[src/rtl/pc_sequencer_pkg.sv]
// Shared constants for the program counter sequencer: FSM state encoding,
// next-PC selector codes and the default reset/interrupt vectors.
package pc_sequencer_pkg;

  localparam logic [1:0] ST_IDLE   = 2'd0;
  localparam logic [1:0] ST_FETCH  = 2'd1;
  localparam logic [1:0] ST_EXEC   = 2'd2;
  localparam logic [1:0] ST_HALTED = 2'd3;

  localparam logic [1:0] PC_SEQ    = 2'b00;
  localparam logic [1:0] PC_BRANCH = 2'b01;
  localparam logic [1:0] PC_JUMP   = 2'b10;
  localparam logic [1:0] PC_REG    = 2'b11;

  localparam logic [31:0] DEFAULT_RESET_VECTOR = 32'h0000_0000;
  localparam logic [31:0] DEFAULT_IRQ_VECTOR   = 32'h0000_0040;

endpackage

[src/rtl/pc_next_calc.sv]
// Purely combinational next-address selection for the program counter.
// All arithmetic wraps modulo 2^ADDR_W; eret overrides the pc_sel choice.
module pc_next_calc
  import pc_sequencer_pkg::*;
#(
  parameter int ADDR_W = 32
) (
  input  logic [ADDR_W-1:0] pc,
  input  logic [ADDR_W-1:0] epc,
  input  logic [1:0]        pc_sel,
  input  logic              branch_taken,
  input  logic [ADDR_W-1:0] branch_offset,
  input  logic [ADDR_W-1:0] jump_target,
  input  logic [ADDR_W-1:0] reg_target,
  input  logic              eret,
  output logic [ADDR_W-1:0] next_pc
);

  logic [ADDR_W-1:0] seq_pc;

  assign seq_pc = pc + ADDR_W'(1);

  // Select the address of the instruction that follows the one retiring now
  always_comb begin
    next_pc = seq_pc;
    if (eret) begin
      next_pc = epc;
    end else begin
      case (pc_sel)
        PC_SEQ:    next_pc = seq_pc;
        PC_BRANCH: next_pc = branch_taken ? (seq_pc + branch_offset) : seq_pc;
        PC_JUMP:   next_pc = jump_target;
        PC_REG:    next_pc = reg_target;
        default:   next_pc = seq_pc;
      endcase
    end
  end

endmodule

[src/rtl/pc_sequencer.sv]
// Program counter sequencer: fetch/execute FSM with an instruction memory
// handshake, halt/resume and single-level interrupt entry and return.
module pc_sequencer
  import pc_sequencer_pkg::*;
#(
  parameter int                ADDR_W       = 32,
  parameter logic [ADDR_W-1:0] RESET_VECTOR = ADDR_W'(DEFAULT_RESET_VECTOR),
  parameter logic [ADDR_W-1:0] IRQ_VECTOR   = ADDR_W'(DEFAULT_IRQ_VECTOR)
) (
  input  logic              clock,
  input  logic              reset,
  input  logic              start,
  output logic              imem_req,
  output logic [ADDR_W-1:0] imem_addr,
  input  logic              imem_ack,
  output logic              instr_valid,
  input  logic              exec_done,
  input  logic [1:0]        pc_sel,
  input  logic              branch_taken,
  input  logic [ADDR_W-1:0] branch_offset,
  input  logic [ADDR_W-1:0] jump_target,
  input  logic [ADDR_W-1:0] reg_target,
  input  logic              eret,
  input  logic              halt_req,
  input  logic              resume,
  input  logic              irq,
  output logic [ADDR_W-1:0] pc,
  output logic [ADDR_W-1:0] epc,
  output logic              halted
);

  logic [1:0]        state;
  logic [1:0]        state_next;
  logic              in_isr;
  logic              retire;
  logic              isr_after_eret;
  logic              take_irq;
  logic [ADDR_W-1:0] next_pc;

  pc_next_calc #(
    .ADDR_W(ADDR_W)
  ) u_next (
    .pc           (pc),
    .epc          (epc),
    .pc_sel       (pc_sel),
    .branch_taken (branch_taken),
    .branch_offset(branch_offset),
    .jump_target  (jump_target),
    .reg_target   (reg_target),
    .eret         (eret),
    .next_pc      (next_pc)
  );

  // Outputs derived straight from state so imem_req drops with an async reset
  assign imem_req  = (state == ST_FETCH);
  assign halted    = (state == ST_HALTED);
  assign imem_addr = pc;

  // An eret in the same cycle re-opens the interrupt window; halt wins over irq
  assign retire         = (state == ST_EXEC) && exec_done;
  assign isr_after_eret = in_isr && !eret;
  assign take_irq       = irq && !isr_after_eret && !halt_req;

  // Next-state selection; each input is only honoured in its own state
  always_comb begin
    state_next = state;
    case (state)
      ST_IDLE:   if (start)     state_next = ST_FETCH;
      ST_FETCH:  if (imem_ack)  state_next = ST_EXEC;
      ST_EXEC:   if (exec_done) state_next = halt_req ? ST_HALTED : ST_FETCH;
      ST_HALTED: if (resume)    state_next = ST_FETCH;
      default:                  state_next = ST_IDLE;
    endcase
  end

  // State, PC, EPC and ISR-flag registers; PC only changes when an instruction retires
  always_ff @(posedge clock or negedge reset) begin
    if (!reset) begin
      state       <= ST_IDLE;
      pc          <= RESET_VECTOR;
      epc         <= '0;
      in_isr      <= 1'b0;
      instr_valid <= 1'b0;
    end else begin
      state       <= state_next;
      instr_valid <= (state == ST_FETCH) && imem_ack;
      if (retire) begin
        if (take_irq) begin
          epc    <= next_pc;
          pc     <= IRQ_VECTOR;
          in_isr <= 1'b1;
        end else begin
          pc     <= next_pc;
          in_isr <= isr_after_eret;
        end
      end
    end
  end

endmodule

[config.mk]
export PLATFORM = sky130hd
export DESIGN_NAME = pc_sequencer
export DESIGN_NICKNAME = d
export VERILOG_FILES = /design/src/rtl/pc_sequencer_pkg.sv /design/src/rtl/pc_next_calc.sv /design/src/rtl/pc_sequencer.sv
export SDC_FILE = /design/constraint.sdc
export NUM_CORES = 1
export LEC_CHECK = 0
export CORE_UTILIZATION = 40
export DETAILED_ROUTE_END_ITERATION = 16
export PLACE_DENSITY = 0.7
export SYNTH_ARGS = -nofsm -noshare
export SYNTH_HDL_FRONTEND = slang
export SYNTH_SLANG_ARGS = --single-unit
[constraint.sdc]
create_clock -name clock -period 4.46 [get_ports clock]
set_clock_uncertainty 0.1 [all_clocks]
set_input_delay 0.669 -clock clock [delete_from_list [all_inputs] [get_ports clock]]
set_output_delay 0.669 -clock clock [all_outputs]
set_load 0.01 [all_outputs]
==> results.md, run 1 <==
* Met3 Routed Length at 2340 um
* Critical-path maximum fanout at 6
* Synth unique cells at between 70 and 80
* Net count after synthesis at roughly 1000
* Cell-by-cell listing of the critical path: ha_1 -> nand3_1 -> nor2_1 -> buf_4 -> and3_1 -> xor2_1 -> ha_1 -> a21oi_2 -> o21ai_0 -> a22oi_2 -> nand3_1 -> and3_1 -> o31a_1 -> or4_1 -> a21oi_1 -> o31ai_1 -> a22o_1
* Die footprint at 0.0170 mm^2
* Worst Tran Pin Value at 0.921 ns
* Critical-path cell with the highest stage delay: sky130_fd_sc_hd__or4_1
* Routed wirelength normalized by instance count at 19.3 um
* Post-placement worst setup slack at 0.109 ns
* Number of top-level pins at 207
* Portion of the clock cycle consumed by the worst path in the final layout at 0.959
* Most used cells in the layout excluding fill and tap cells: sky130_fd_sc_hd__clkdlybuf4s50_1 (203), sky130_fd_sc_hd__nand2_1 (142), sky130_fd_sc_hd__o21ai_0 (71)
* Final setup fails at 0
* Cells after synthesis at 846
* Cell Rows at 46
* Initial core utilization at 0.413
* Most frequent standard cell in the layout excluding fill and tap cells: sky130_fd_sc_hd__clkdlybuf4s50_1
* Net load switching power at approximately 2.3 mW
* Overall Global Routing Usage at 0.286
* Number of vias per cell after detailed routing at 5.71
* Slowest stage delay, CP at roughly 0.47 ns
* Startpoint type of the worst setup path: register
* Max Root-Sink Buffers at 2
* Floorplan die height at around 130 um
* Clock insertion delay at the later pin of the skew report at approximately 0.34 ns
* Fraction of the yosys area taken by sequential cells at 0.259
* Largest net degree at the start of global routing at 46
* Register bit count reported by yosys at 68
* Clock root cell: sky130_fd_sc_hd__clkbuf_16
* CTS H-Tree Depth at 3
* Power density over the cells at around 570 mW/mm^2
* Final-stage net count at 1175
* Number of DRC markers in iteration 0 at 820
* Antenna-violating nets left at 0
* Critical path data required time at 4.58 ns
* Post-Syn Area per Cell at 7.77 um^2
* Hold-fix buffers at CTS at 0
* Post-route DRC violation count at 0
* Final setup slack of the worst path at 0.181 ns
* Crit end category: register
* Flip-flop cell with the highest count after synthesis: sky130_fd_sc_hd__dfrtp_1
* VDD IR max at 0.355 mV
* Unrepaired setup endpoints after global routing: no
* Setup total negative slack at 0 ns
* Vias in the first global route at 6497
* Top routing layer in use: met4
* Number of enable-type register cells in the synthesized netlist at 0
* DR WL met2 at 10200 um
* Clock period minus worst slack at 4.28 ns
* Portion of total power attributed to the clock network at 0.140
* Critical path class: register to register
* Run status: completed
* Leakage power of the design at between 4 and 5 nW
* Maximum clock rate at 234 MHz
* Buffer count from post-CTS setup fixing at 0
* Metal-1 WL at 11000 um
* Vias at 7099
* # port buffers at 206
* WP data arrival at 4.40 ns
* Max-cap violations at 0
* Count of pins over their slew limit at 0
* Number of gates given a new drive strength after cts at 0
* Layout cells sized above 1 at 0.0778
* Type of the worst min-delay path: input pin to async pin
* TritonCTS clock tree: built
* Final design utilization at 0.571
* HPWL reported at the end of detailed placement at 19000 um
* Count of buffer and inverter cells on the critical path at 1
* Initial DRT Pass Iterations at 5
* Antenna diode count at 0
* Growth of design area from synthesis to finish at 38.4%
* GRT Residual Overflow at 0
* Largest delay share family, worst path: compound AO/OA/AOI/OAI gates
* Power Internal at slightly below 3 mW
* Combined area of all synthesized cells at 0.00658 mm^2
* Worst slew margin at 0.386
* Weighted congestion reported at the end of routability-driven placement at between 0.9 and 1
* CORE AREA at ~0.016 mm^2
* Sequential fraction of design power at 0.227
* First-pass GRT wire length at 36300 um
* Clock sink count at 68
* Detailed-route wire length at 24100 um
* Async SR Flop Fraction at 1.00
* Chip Width at ~130 um
* Yosys warnings at 0
* Final hold violation count at 0
* Switching power share of the total at 0.438
* CTS clock-pin slew for the worst setup and hold paths at 0.06 ns
* Proportion of power drawn by combinational gates at 0.633
* Clock buffer count from CTS at 9
* Initial antenna violation count at 0
## synth_stat cells, types with 4 or more instances
library cell               number  area, um^2
sky130_fd_sc_hd__nor2b_1        7        43.8
sky130_fd_sc_hd__nor3_1         5        25.0
sky130_fd_sc_hd__clkbuf_1      35         131
sky130_fd_sc_hd__o211ai_1      11        82.6
sky130_fd_sc_hd__dfrtp_1       68        1700
sky130_fd_sc_hd__buf_4         32         240
sky130_fd_sc_hd__o21ai_0       72         360
sky130_fd_sc_hd__nand4_1       20         125
sky130_fd_sc_hd__ha_1          43         538
sky130_fd_sc_hd__nor2_1        60         225
sky130_fd_sc_hd__a211oi_1      19         143
sky130_fd_sc_hd__a21o_1        23         173
sky130_fd_sc_hd__a22o_1         8        70.1
sky130_fd_sc_hd__nand2_1      142         533
sky130_fd_sc_hd__a31oi_1        7        43.8
sky130_fd_sc_hd__and3_1        13        81.3
sky130_fd_sc_hd__and2_1         8        50.1
sky130_fd_sc_hd__nand3_1       15        75.1
sky130_fd_sc_hd__mux2_2         7        78.8
sky130_fd_sc_hd__o21bai_1       4        30.0
sky130_fd_sc_hd__mux2i_1       22         220
sky130_fd_sc_hd__inv_1         23        86.3
sky130_fd_sc_hd__a21oi_1       54         270
sky130_fd_sc_hd__xor2_1        17         149
sky130_fd_sc_hd__xnor2_1       32         280
sky130_fd_sc_hd__o31ai_1       21         158
## flip-flops by register name (all words and copies together), names as in the netlist
signal	count
instr_valid	1
imem_addr	32
epc	32
state	2
in_isr	1
## final cells by class
cell class | instances | area, um^2
clock buffers | 11 | 253
repair buffers | 239 | 2290
clock inverters | 5 | 50.0
multi-input cells | 681 | 4440
well taps | 216 | 270
fillers | 1447 | 6840
flip-flops and latches | 68 | 1700
inverters | 24 | 90.1
## cells by family (layout without fill, tap and decap cells)
kind of cell | Yosys count | after routing | synth area share
muxes | 29 | 29 | 0.0455
and+or+nand+nor | 295 | 295 | 0.206
AOI/OAI and AO/OA | 264 | 264 | 0.266
buffers and inverters | 97 | 279 | 0.0742
xor gates and xnor gates | 49 | 49 | 0.0652
DFF | 68 | 68 | 0.259
adders and majority gates | 44 | 44 | 0.0848
## through the flow
step / instance area, um^2 / power [mW] / std cells / hold slack, ns
floorplan: 6580 / 3.03 / 846 / 0.273
finish: 9100 / 5.17 / 1244 / 0.374
global route: 9100 / 5.50 / 1244 / 0.450
detailed placement: 8740 / 4.35 / 1228 / 0.397
CTS: 9050 / 5.09 / 1244 / 0.401
global placement: 8740 / 4.33 / 1228 / 0.391
## power groups by stage
stage | clock network [mW] | logic (mW) | registers, mW
3_5_place_dp | 0 | 3.18 | 1.17
2_1_floorplan | 0 | 1.80 | 1.23
4_1_cts | 0.724 | 3.20 | 1.16
3_3_place_gp | 0 | 3.16 | 1.17
6_report | 0.722 | 3.27 | 1.17
5_1_grt | 0.750 | 3.54 | 1.21
## layer usage
layer / vias up / global-route usage
met4: 0 / 0.0910
met5: - / 0
met3: 34 / 0.0631
met1: 3301 / 0.427
met2: 372 / 0.405
li1: 3392 / -
## path summary, 6_finish.rpt
path | end | cells after the start | startpoint | slack, ns
max in group asynchronous | imem_addr[13] | 2 | reset | 2.97
setup reg to reg | imem_addr[31] | 17 | imem_addr[0] | 0.18
setup / recovery | imem_addr[31] | 17 | imem_addr[0] | 0.18
min in group clock | in_isr | 2 | in_isr | 0.41
hold reg to reg | in_isr | 2 | in_isr | 0.41
hold / removal | imem_addr[27] | 1 | reset | 0.37
## worst register-to-register path: stages (launching register included)
cell and delay (ns):
sky130_fd_sc_hd__dfrtp_1 0.37, sky130_fd_sc_hd__ha_1 0.23, sky130_fd_sc_hd__nand3_1 0.15, sky130_fd_sc_hd__nor2_1 0.06, sky130_fd_sc_hd__buf_4 0.15, sky130_fd_sc_hd__and3_1 0.18, sky130_fd_sc_hd__xor2_1 0.25, sky130_fd_sc_hd__ha_1 0.33
sky130_fd_sc_hd__a21oi_2 0.19, sky130_fd_sc_hd__o21ai_0 0.14, sky130_fd_sc_hd__a22oi_2 0.32, sky130_fd_sc_hd__nand3_1 0.14, sky130_fd_sc_hd__and3_1 0.19, sky130_fd_sc_hd__o31a_1 0.31, sky130_fd_sc_hd__or4_1 0.47, sky130_fd_sc_hd__a21oi_1 0.26
sky130_fd_sc_hd__o31ai_1 0.12, sky130_fd_sc_hd__a22o_1 0.21
(Power assumes the default switching activity.)
==> inputs of run 2 (changes only) <==
--- a/config.mk
+++ b/config.mk
@@ -8,6 +8,7 @@
 export CORE_UTILIZATION = 40
 export DETAILED_ROUTE_END_ITERATION = 16
 export PLACE_DENSITY = 0.7
+export SLEW_MARGIN = 10
 export SYNTH_ARGS = -nofsm -noshare
 export SYNTH_HDL_FRONTEND = slang
 export SYNTH_SLANG_ARGS = --single-unit
==> results of run 2 <==
No change in the layout: final DEF, timing and power equal those of run 1.
